### config.mk
export PLATFORM = sky130hd
export DESIGN_NAME = dcmac_reset_sequencer
export DESIGN_NICKNAME = d
export VERILOG_FILES = /design/src/rtl/dcmac_reset_pkg.sv /design/src/rtl/dcmac_sync_bit.sv /design/src/rtl/dcmac_reset_sequencer.sv
export SDC_FILE = /design/constraint.sdc
export NUM_CORES = 1
export LEC_CHECK = 0
export CAP_MARGIN = 10
export CORE_ASPECT_RATIO = 0.7
export CORE_MARGIN = 3
export CORE_UTILIZATION = 52
export CTS_BUF_LIST = sky130_fd_sc_hd__clkbuf_16
export DETAILED_ROUTE_END_ITERATION = 8
export GPL_ROUTABILITY_DRIVEN = 0
export PLACE_DENSITY = 0.69
export SETUP_SLACK_MARGIN = 0.4
export SYNTH_ARGS = -nofsm -noshare
export SYNTH_HDL_FRONTEND = slang
export SYNTH_SLANG_ARGS = --single-unit
### constraint.sdc
create_clock -name clk -period 5.35 [get_ports clk]
set_input_delay 1.07 -clock clk [delete_from_list [all_inputs] [get_ports clk]]
set_output_delay 1.07 -clock clk [all_outputs]
set_load 0.05 [all_outputs]
### src/rtl/dcmac_reset_pkg.sv
// Shared types and constants for the DCMAC port reset sequencer.
package dcmac_reset_pkg;

  localparam int CNT_W   = 20;
  localparam int RETRY_W = 4;

  typedef enum logic [2:0] {
    ST_ASSERT_ALL   = 3'd0,
    ST_WAIT_GT      = 3'd1,
    ST_CORE_SETTLE  = 3'd2,
    ST_WAIT_RX_LOCK = 3'd3,
    ST_RUN          = 3'd4,
    ST_FAULT        = 3'd5
  } seq_state_e;

  // Registered output bundle, decoded from the state being entered.
  typedef struct packed {
    logic gt_reset;
    logic core_resetn;
    logic tx_resetn;
    logic rx_resetn;
    logic seq_busy;
    logic seq_fault;
  } seq_outs_t;

  localparam seq_outs_t OUTS_RESET = '{
    gt_reset:    1'b1,
    core_resetn: 1'b0,
    tx_resetn:   1'b0,
    rx_resetn:   1'b0,
    seq_busy:    1'b1,
    seq_fault:   1'b0
  };

  // Reset pattern driven while sitting in a given state.
  function automatic seq_outs_t decode_outputs(input seq_state_e st);
    seq_outs_t o;
    o = OUTS_RESET;
    case (st)
      ST_WAIT_GT: begin
        o.gt_reset = 1'b0;
      end
      ST_CORE_SETTLE: begin
        o.gt_reset    = 1'b0;
        o.core_resetn = 1'b1;
      end
      ST_WAIT_RX_LOCK: begin
        o.gt_reset    = 1'b0;
        o.core_resetn = 1'b1;
        o.tx_resetn   = 1'b1;
      end
      ST_RUN: begin
        o.gt_reset    = 1'b0;
        o.core_resetn = 1'b1;
        o.tx_resetn   = 1'b1;
        o.rx_resetn   = 1'b1;
        o.seq_busy    = 1'b0;
      end
      ST_FAULT: begin
        o.seq_busy  = 1'b0;
        o.seq_fault = 1'b1;
      end
      default: o = OUTS_RESET;
    endcase
    return o;
  endfunction

  // Saturating increment for the retry counter.
  function automatic logic [RETRY_W-1:0] sat_inc(input logic [RETRY_W-1:0] v);
    return (v == {RETRY_W{1'b1}}) ? v : v + RETRY_W'(1);
  endfunction

endpackage

### src/rtl/dcmac_sync_bit.sv
// Two-flop synchronizer for a level signal from another clock domain.
module dcmac_sync_bit (
  input  logic clk,
  input  logic resetn_async_inv,
  input  logic d_async,
  output logic q
);

  (* ASYNC_REG = "TRUE" *) logic meta_q;
  (* ASYNC_REG = "TRUE" *) logic sync_q;

  // Capture the asynchronous level and let the first stage settle for a cycle.
  // NOTE: sequential state uses non-blocking assignments so both stages sample the pre-edge values.
  always_ff @(posedge clk or negedge resetn_async_inv) begin
    if (!resetn_async_inv) begin
      meta_q <= 1'b0;
      sync_q <= 1'b0;
    end else begin
      meta_q <= d_async;
      sync_q <= meta_q;
    end
  end

  assign q = sync_q;

endmodule

### src/rtl/dcmac_reset_sequencer.sv
// Ordered reset controller for one DCMAC port: GT, core, TX, then RX,
// with timeout/retry on the GT and RX-lock handshakes.
module dcmac_reset_sequencer
  import dcmac_reset_pkg::*;
#(
  parameter int HOLD_CYCLES    = 16,
  parameter int TIMEOUT_CYCLES = 65535,
  parameter int MAX_RETRY      = 3
) (
  input  logic       clk,
  input  logic       resetn_async_inv,
  input  logic       sw_reset_req,
  input  logic       gt_reset_done,
  input  logic       gt_rx_lock,
  output logic       gt_reset,
  output logic       core_resetn,
  output logic       tx_resetn,
  output logic       rx_resetn,
  output logic       seq_busy,
  output logic       seq_fault,
  output logic [2:0] seq_state,
  output logic [3:0] retry_cnt
);

  // The counter holds (cycles already spent in the state - 1) at the edge that
  // completes the Nth cycle, so each limit compares against N-1.
  localparam logic [CNT_W-1:0]   HOLD_LAST    = CNT_W'(HOLD_CYCLES - 1);
  localparam logic [CNT_W-1:0]   TIMEOUT_LAST = CNT_W'(TIMEOUT_CYCLES - 1);
  localparam logic [RETRY_W-1:0] RETRY_LIMIT  = RETRY_W'(MAX_RETRY);

  seq_state_e         state_q, state_d;
  logic [CNT_W-1:0]   cnt_q, cnt_d;
  logic [RETRY_W-1:0] retry_q, retry_d;
  seq_outs_t          outs_q, outs_d;

  logic gt_done_s;
  logic rx_lock_s;
  logic hold_done;
  logic timed_out;
  logic [RETRY_W-1:0] retry_inc;

  dcmac_sync_bit u_sync_gt_done (
    .clk              (clk),
    .resetn_async_inv (resetn_async_inv),
    .d_async          (gt_reset_done),
    .q                (gt_done_s)
  );

  dcmac_sync_bit u_sync_rx_lock (
    .clk              (clk),
    .resetn_async_inv (resetn_async_inv),
    .d_async          (gt_rx_lock),
    .q                (rx_lock_s)
  );

  assign hold_done = (cnt_q == HOLD_LAST);
  assign timed_out = (cnt_q == TIMEOUT_LAST);
  assign retry_inc = sat_inc(retry_q);

  // Next state, retry bookkeeping, shared counter and output decode.
  always_comb begin
    // NOTE: every signal gets a default before any branch so no path can infer a latch.
    state_d = state_q;
    retry_d = retry_q;

    if (sw_reset_req) begin
      state_d = ST_ASSERT_ALL;
      retry_d = '0;
    end else begin
      case (state_q)
        ST_ASSERT_ALL: begin
          if (hold_done) state_d = ST_WAIT_GT;
        end
        ST_WAIT_GT: begin
          if (gt_done_s) begin
            state_d = ST_CORE_SETTLE;
          end else if (timed_out) begin
            retry_d = retry_inc;
            state_d = (retry_inc == RETRY_LIMIT) ? ST_FAULT : ST_ASSERT_ALL;
          end
        end
        ST_CORE_SETTLE: begin
          if (hold_done) state_d = ST_WAIT_RX_LOCK;
        end
        ST_WAIT_RX_LOCK: begin
          if (rx_lock_s) begin
            state_d = ST_RUN;
            retry_d = '0;
          end else if (timed_out) begin
            retry_d = retry_inc;
            state_d = (retry_inc == RETRY_LIMIT) ? ST_FAULT : ST_ASSERT_ALL;
          end
        end
        ST_RUN: begin
          if (!rx_lock_s) state_d = ST_WAIT_RX_LOCK;
        end
        ST_FAULT: begin
          state_d = ST_FAULT;
        end
        default: begin
          state_d = ST_ASSERT_ALL;
        end
      endcase
    end

    // Counter restarts on every state entry and on a software request; it
    // idles at zero in the untimed states.
    if (sw_reset_req || (state_d != state_q)) begin
      cnt_d = '0;
    end else if ((state_q == ST_RUN) || (state_q == ST_FAULT)) begin
      cnt_d = '0;
    end else begin
      cnt_d = cnt_q + CNT_W'(1);
    end

    outs_d = decode_outputs(state_d);
  end

  // State, counter, retry count and decoded outputs.
  always_ff @(posedge clk or negedge resetn_async_inv) begin
    if (!resetn_async_inv) begin
      state_q <= ST_ASSERT_ALL;
      cnt_q   <= '0;
      retry_q <= '0;
      outs_q  <= OUTS_RESET;
    end else begin
      state_q <= state_d;
      cnt_q   <= cnt_d;
      retry_q <= retry_d;
      outs_q  <= outs_d;
    end
  end

  assign gt_reset    = outs_q.gt_reset;
  assign core_resetn = outs_q.core_resetn;
  assign tx_resetn   = outs_q.tx_resetn;
  assign rx_resetn   = outs_q.rx_resetn;
  assign seq_busy    = outs_q.seq_busy;
  assign seq_fault   = outs_q.seq_fault;
  assign seq_state   = state_q;
  assign retry_cnt   = retry_q;

endmodule

Word level (Yosys, flattened, before mapping)
Index checks and enable logic that the tools add are counted.
{"block": "op_classes", "n_eq_ne": 16, "mux": 23, "n_addsub": 2, "n_reduce_logical": 9}
{"op": "20-bit 2-to-1 mux", "count": 2}
{"op": "3-bit 2-to-1 mux", "count": 8}
{"op": "20-bit by 1-bit adder with 20-bit output (second input constant)", "count": 1}
{"op": "20-bit by 16-bit equality test with 1-bit output (second input constant)", "count": 1}
{"op": "20-bit by 4-bit equality test with 1-bit output (second input constant)", "count": 1}
{"op": "4-bit 2-to-1 mux", "count": 5}
{"op": "3-bit case mux with 6 select lines", "count": 1}
{"op": "3-bit by 2-bit equality test with 1-bit output (second input constant)", "count": 4}
{"op": "3-bit equality test (second input constant)", "count": 4}
{"op": "4-bit case mux with 2 select lines", "count": 1}
{"op": "3-bit by 1-bit equality test with 1-bit output (second input constant)", "count": 2}
{"op": "1-bit 2-to-1 mux", "count": 6}
{"op": "4-bit by 1-bit adder with 4-bit output (second input constant)", "count": 1}
{"op": "4-bit by 2-bit equality test with 1-bit output (second input constant)", "count": 1}
{"op": "4-bit equality test (second input constant)", "count": 1}
{"op": "2-bit OR reduction", "count": 2}
{"op": "4-bit OR reduction", "count": 1}
{"op": "3-bit logical NOT", "count": 1}
{"op": "3-bit inequality test", "count": 1}
{"op": "3-bit inequality test (second input constant)", "count": 1}
{"op": "3-bit nonzero test", "count": 1}
{"op": "3-bit OR reduction", "count": 1}
{"op": "1-bit logical OR", "count": 2}
{"op": "2-bit AND reduction", "count": 1}
{"block": "totals", "reg_bits": 37, "out_inout_bits": 13}

Longest topological paths before layout
{"block": "logic_depth", "ltp_word": 11, "ltp_mapped": 9}

Hierarchy
Synthesis repeated with hierarchy kept, for this count alone.
{"block": "hier_totals", "hier_cells": 196, "area_unflattened_um2": 2087.0}
{"mod": "dcmac_reset_sequencer", "cells_per_inst": 192, "area_each_um2": 1986.9, "n_inst": 1}
{"mod": "dcmac_sync_bit", "cells_per_inst": 2, "area_each_um2": 50.0, "n_inst": 2}

Least setup slack after synthesis
OpenSTA, ideal clock, no wires.
{"block": "synth_timing", "kind": "register to register", "start": "register retry_q[0], in the netlist retry_cnt[0]", "end": "register cnt_q[10]", "setup_slack_ns": 2.970, "period_less_slack_ns": 2.380, "path_stages_with_launch": 9, "path_buffers": 1, "arrival_time_ns": 2.244, "cell_sequence": "dfrtp_1 ha_1 or3b_1 o211ai_1 o21ai_1 a21oi_4 xnor2_2 buf_6 nor3_2"}
{"block": "synth_between", "elab_chain_cells": 11, "elab_cells_between_ends": 13, "classes_between": "add/sub (1); eq/ne (3); mux (8); reduce/logical (1)"}
{"element": "start, declared", "line_no": "dcmac_reset_sequencer.sv:33", "rtl": "logic [RETRY_W-1:0] retry_q, retry_d;"}
{"element": "start signal, assigned", "line_no": "dcmac_reset_sequencer.sv:129", "rtl": "retry_q <= retry_d;"}
{"element": "4-bit by 1-bit adder with 4-bit output or 4-bit equality test (tied branches)", "line_no": "dcmac_reset_pkg.sv:70", "rtl": "return (v == {RETRY_W{1'b1}}) ? v : v + RETRY_W'(1);"}
{"element": "4-bit 2-to-1 mux *", "line_no": "dcmac_reset_pkg.sv:70"}
{"element": "4-bit by 2-bit equality test with 1-bit output *", "line_no": "dcmac_reset_sequencer.sv:79, dcmac_reset_sequencer.sv:91"}
{"element": "3-bit 2-to-1 mux *", "line_no": "dcmac_reset_sequencer.sv:79, dcmac_reset_sequencer.sv:91"}
{"element": "3-bit 2-to-1 mux *", "line_no": "dcmac_reset_sequencer.sv:77, dcmac_reset_sequencer.sv:89"}
{"element": "3-bit 2-to-1 mux, on equally long branches", "line_no": "dcmac_reset_sequencer.sv:86, dcmac_reset_sequencer.sv:75"}
{"element": "3-bit case mux with 6 select lines *", "line_no": "dcmac_reset_sequencer.sv:70", "rtl": "case (state_q)"}
{"element": "3-bit 2-to-1 mux *", "line_no": "dcmac_reset_sequencer.sv:66", "rtl": "if (sw_reset_req) begin"}
{"element": "net state_d[0]", "line_no": "dcmac_reset_sequencer.sv:31", "rtl": "seq_state_e state_q, state_d;"}
{"element": "3-bit inequality test *", "line_no": "dcmac_reset_sequencer.sv:108", "rtl": "if (sw_reset_req || (state_d != state_q)) begin"}
{"element": "1-bit logical OR *", "line_no": "dcmac_reset_sequencer.sv:108"}
{"element": "20-bit 2-to-1 mux *", "line_no": "dcmac_reset_sequencer.sv:108"}
{"element": "net cnt_d[10]", "line_no": "dcmac_reset_sequencer.sv:32", "rtl": "logic [CNT_W-1:0] cnt_q, cnt_d;"}
{"element": "end signal, assigned", "line_no": "dcmac_reset_sequencer.sv:128", "rtl": "cnt_q <= cnt_d;"}
{"element": "end, declared", "line_no": "dcmac_reset_sequencer.sv:32"}
Mark *: on every way through the listed nets, which the timed path passes. The rest lies on a longest branch.
A chain may end at the register's enable or synchronous reset.

Worst setup path after layout
{"block": "layout_timing", "start": "input port sw_reset_req", "end": "register cnt_q[3]"}
{"block": "layout_between", "elab_chain_cells": 4}
{"element": "start, declared", "line_no": "dcmac_reset_sequencer.sv:12", "rtl": "input logic sw_reset_req,"}
{"element": "3-bit 2-to-1 mux", "line_no": "dcmac_reset_sequencer.sv:66"}
{"element": "3-bit inequality test", "line_no": "dcmac_reset_sequencer.sv:108"}
{"element": "1-bit logical OR *", "line_no": "dcmac_reset_sequencer.sv:108"}
{"element": "20-bit 2-to-1 mux *", "line_no": "dcmac_reset_sequencer.sv:108"}
{"element": "net cnt_d[3]", "line_no": "dcmac_reset_sequencer.sv:32"}
Marked as above.

==> run_results.csv <==
group,metric,value,unit
routing,drt_drc_violations_left,0,
synth,synth_sequential_area_ratio,48.5,%
global_routing,antenna_violations_before_repair,0,
critical_path,critical_path.startpoint,"sw_reset_req",
floorplan,height_of_the_die,56.8,µm
global_routing,track_usage,19.9,%
sta,hold-worst-slack,0.347,ns
sta,min_period,2.79,ns
finish,insertedDiodeCount,0,
sta,final_critical_path_setup_slack,2.56,ns
finish,layout-area-overhead-vs-synth,17.7,%
synth,yosys.area_share.xor_xnor,10.5,%
clock_tree,clockRootBuffer,"clkbuf_16",
floorplan,floorplan.initialDensity,57.4,%
finish,core_utilization_of_the_finished_layout,67.5,%
clock_tree,cts_num_sinks,37,
critical_path,crit_path_max_incr_delay,0.72,ns
finish,nNetsFinal,210,
synth,synth_common_cells,"35 x dfrtp_1, 19 x nor2_1, 11 x nor3_1, 11 x xor2_1",
critical_path,path_type_of_the_worst_setup_path,"in -> reg",
floorplan,ioPinCount,18,
power,power_switching_share,21.3,%
global_routing,grt_first_pass_wirelength,6720,µm
floorplan,core_area,0.00334,mm²
synth,synth_edf_count,0,
hold_path,holdCritPathClass,"reg -> reg",
routing,total_via_count_after_detailed_routing,1453,
synth,synth.most_common_cell,"dfrtp_1",
clock_tree,insertion_delay,0.28,ns
power,total_switching_power,126,µW
routing,avgRoutedWirePerCell,15.6,µm
routing,post_drt_via_cell_ratio,5.81,
synth,synth_compound_gate_area_share,7.90,%
critical_path,path_cells,"clkdlybuf4s50_1 -> o21bai_1 -> o22ai_1 -> nand2b_1 -> nor3_1",
routing,drt_iter0_drc,107,
floorplan,floorplan.die_area,0.00446,mm²
power,leakagePower,0.954,nW
clock_tree,postCtsResizedCells,0,
sta,max_clock_freq,358,MHz
critical_path,worstReg2RegStart,"cnt_q[0]",
critical_path,timing.critical_path.fanout_max,20,
clock_tree,tritoncts,"yes",
routing,drt_antenna_net_count,0,
synth,synthFlopType,"dfrtp_1",
floorplan,rows,17,
sta,max_slew.worst_pin.slew,1.07,ns
synth,share_of_synthesized_area_spent_on_multiplexers,0.523,%
sta,clock-skew-final,0.00671,ns
global_routing,grt_pass1_vias,1408,
synth,synth.net_count,191,
routing,drt_pass1_iterations,4,
synth,post_synth_inst_count,183,
clock_tree,cts.hold.buffers_added,0,
critical_path,critPathArrivalTime,2.90,ns
global_routing,total_grt_overflow,0,
finish,final_layout_size_suffix_gt1_share,11.3,%
power,pwr-share-clk,45.2,%
clock_tree,cts.repair_timing.setup_buffer_count,0,
critical_path,cpLargestDelayFamily,"simple AND/OR/NAND/NOR gates",
synth,synth_largest_area_cell,"dfrtp_1",
power,p_comb_share,5.0,%
sta,finalSetupViolCount,0,
critical_path,critical_path_buf_inv_count,1,
run_status,status,"finished, final reports clean",
synth,synth_largest_type_area_fraction,45.7,%
critical_path,timing.critical_path.to_type,"flip-flop",
clock_tree,number_of_cts_inserted_buffers,5,
power,powerDensity,263,mW/mm²
power,p_int,467,µW
sta,slew_violations,0,
sta,setup_tns,0,ns
critical_path,crit_required,5.46,ns
hold_path,hold_path_startpoint,"u_sync_rx_lock.meta_q",
placement,detailed_place_hpwl,2770,µm
finish,final_area,0.00225,mm²
critical_path,setup.worst_path.start_class,"input port",
clock_tree,htree_levels,2,
placement,dp_worst_setup_slack,2.27,ns
placement,place.port_buffers,17,
synth,synth_adder_area_share,1.96,%
synth,ys.warnings.count,0,
critical_path,timing.critical_path.slowest_stage_cell,"nand2b_1",
synth,synth_simple_gate_area_share,27.8,%
floorplan,floorplan.die.width,78.5,µm
power,seqPwrFrac,49.8,%
global_routing,pin_count_of_the_biggest_net_entering_global_routing,38,
synth,synth_top_family_by_area,"simple AND/OR/NAND/NOR gates",
clock_tree,max_buffers_root_to_sink,2,
sta,grt_setup_unrepaired,"false",
sta,timing.final.crit_share,52.2,%
sta,slew-limit-headroom,28.3,%
placement,dpl_cell_area,0.00212,mm²
job,cap_violations,0,
synth,post_synth_num_cell_types,45,
synth,postSynth.asyncResetShare,100,%
synth,postSynthAreaPerCell,10.5,µm²
routing,wire_length_after_detailed_routing,3910,µm
clock_tree,path_clk_slew,0.05,ns
synth,ys_seq_elements,37,
power,largest_vdd_supply_drop,0.196,mV
critical_path,worst-r2r-setup-slack,2.66,ns
sta,hold_violations,0,
synth,syn-cell-area,0.00192,mm²
synth,post_synth_main_area_contributors,"dfrtp_1 46%, nor3_2 5.2%, xor2_1 5.0%",
registers in the layout, summed over array words and instances, names as in the netlist:
name / cells
seq_fault: 1
retry_cnt: 4
gt_reset: 1
core_resetn: 1
u_sync_rx_lock.q: 1
rx_resetn: 1
u_sync_gt_done.meta_q: 1
cnt_q: 20
u_sync_gt_done.q: 1
tx_resetn: 1
u_sync_rx_lock.meta_q: 1
seq_state: 3
seq_busy: 1
cell usage in the layout (no fill, tap or decap), types with 2 or more instances in the layout:
cell type	n
o22ai_1	2
xor2_1	11
a21oi_1	3
nor3_2	10
inv_1	8
nor3_1	11
nand2b_1	4
dfstp_2	2
nand2_1	9
clkdlybuf4s50_1	17
dfrtp_1	35
and3_1	4
xnor2_1	10
nand3_1	6
nand4_1	6
a31oi_1	2
nor2_1	19
clkbuf_16	5
nor4_1	6
and4_1	4
ha_1	3
o21bai_1	2
per-stage QoR:
step | instances | total power, mW
4_1_cts | 250 | 0.598
2_1_floorplan | 183 | 0.316
5_1_grt | 250 | 0.619
3_5_place_dp | 242 | 0.330
3_3_place_gp | 242 | 0.329
6_report | 250 | 0.593
cell type report:
class | count | area (µm²)
clock buffer | 5 | 125
clock inverter | 3 | 11.3
fill | 268 | 1080
inverter | 6 | 22.5
multi-input combinational | 134 | 931
sequential | 37 | 928
tap | 47 | 58.8
timing repair buffer | 18 | 178
power groups by stage:
| stage | sequential, mW | combinational, mW | clock (mW) |
|---|---|---|---|
| after floorplan | 0.298 | 0.0181 | 0 |
| after global placement | 0.300 | 0.0291 | 0 |
| after detailed placement | 0.300 | 0.0303 | 0 |
| after CTS | 0.295 | 0.0303 | 0.272 |
| after global routing | 0.297 | 0.0335 | 0.289 |
| final | 0.295 | 0.0297 | 0.268 |
cells by family (layout without fill, tap and decap cells):
logic type / Yosys count / count (layout)
mux: 1 / 1
xor+xnor: 22 / 22
simple gates: 88 / 88
flops: 37 / 37
buf+inv: 12 / 32
compound gates: 20 / 20
fa+ha+maj: 3 / 3
metal layers:
metal	part of all wire, %	vias to the layer above	GRT usage, %
met1	49	712	27.5
met3	4.4	7	4.81
met5	0	-	0
met4	1.7	0	9.73
li1	-	692	-
met2	45	42	29.0
path summary, 6_finish.rpt:
path	to	depth (start not counted)
max in group asynchronous	gt_reset	2
worst max-delay path	cnt_q[3]	5
worst max register to register	cnt_q[3]	7
min in group asynchronous	cnt_q[15]	2
worst min-delay path	u_sync_rx_lock.q	0
worst min register to register	u_sync_rx_lock.q	0
(Power assumes the default switching activity.)
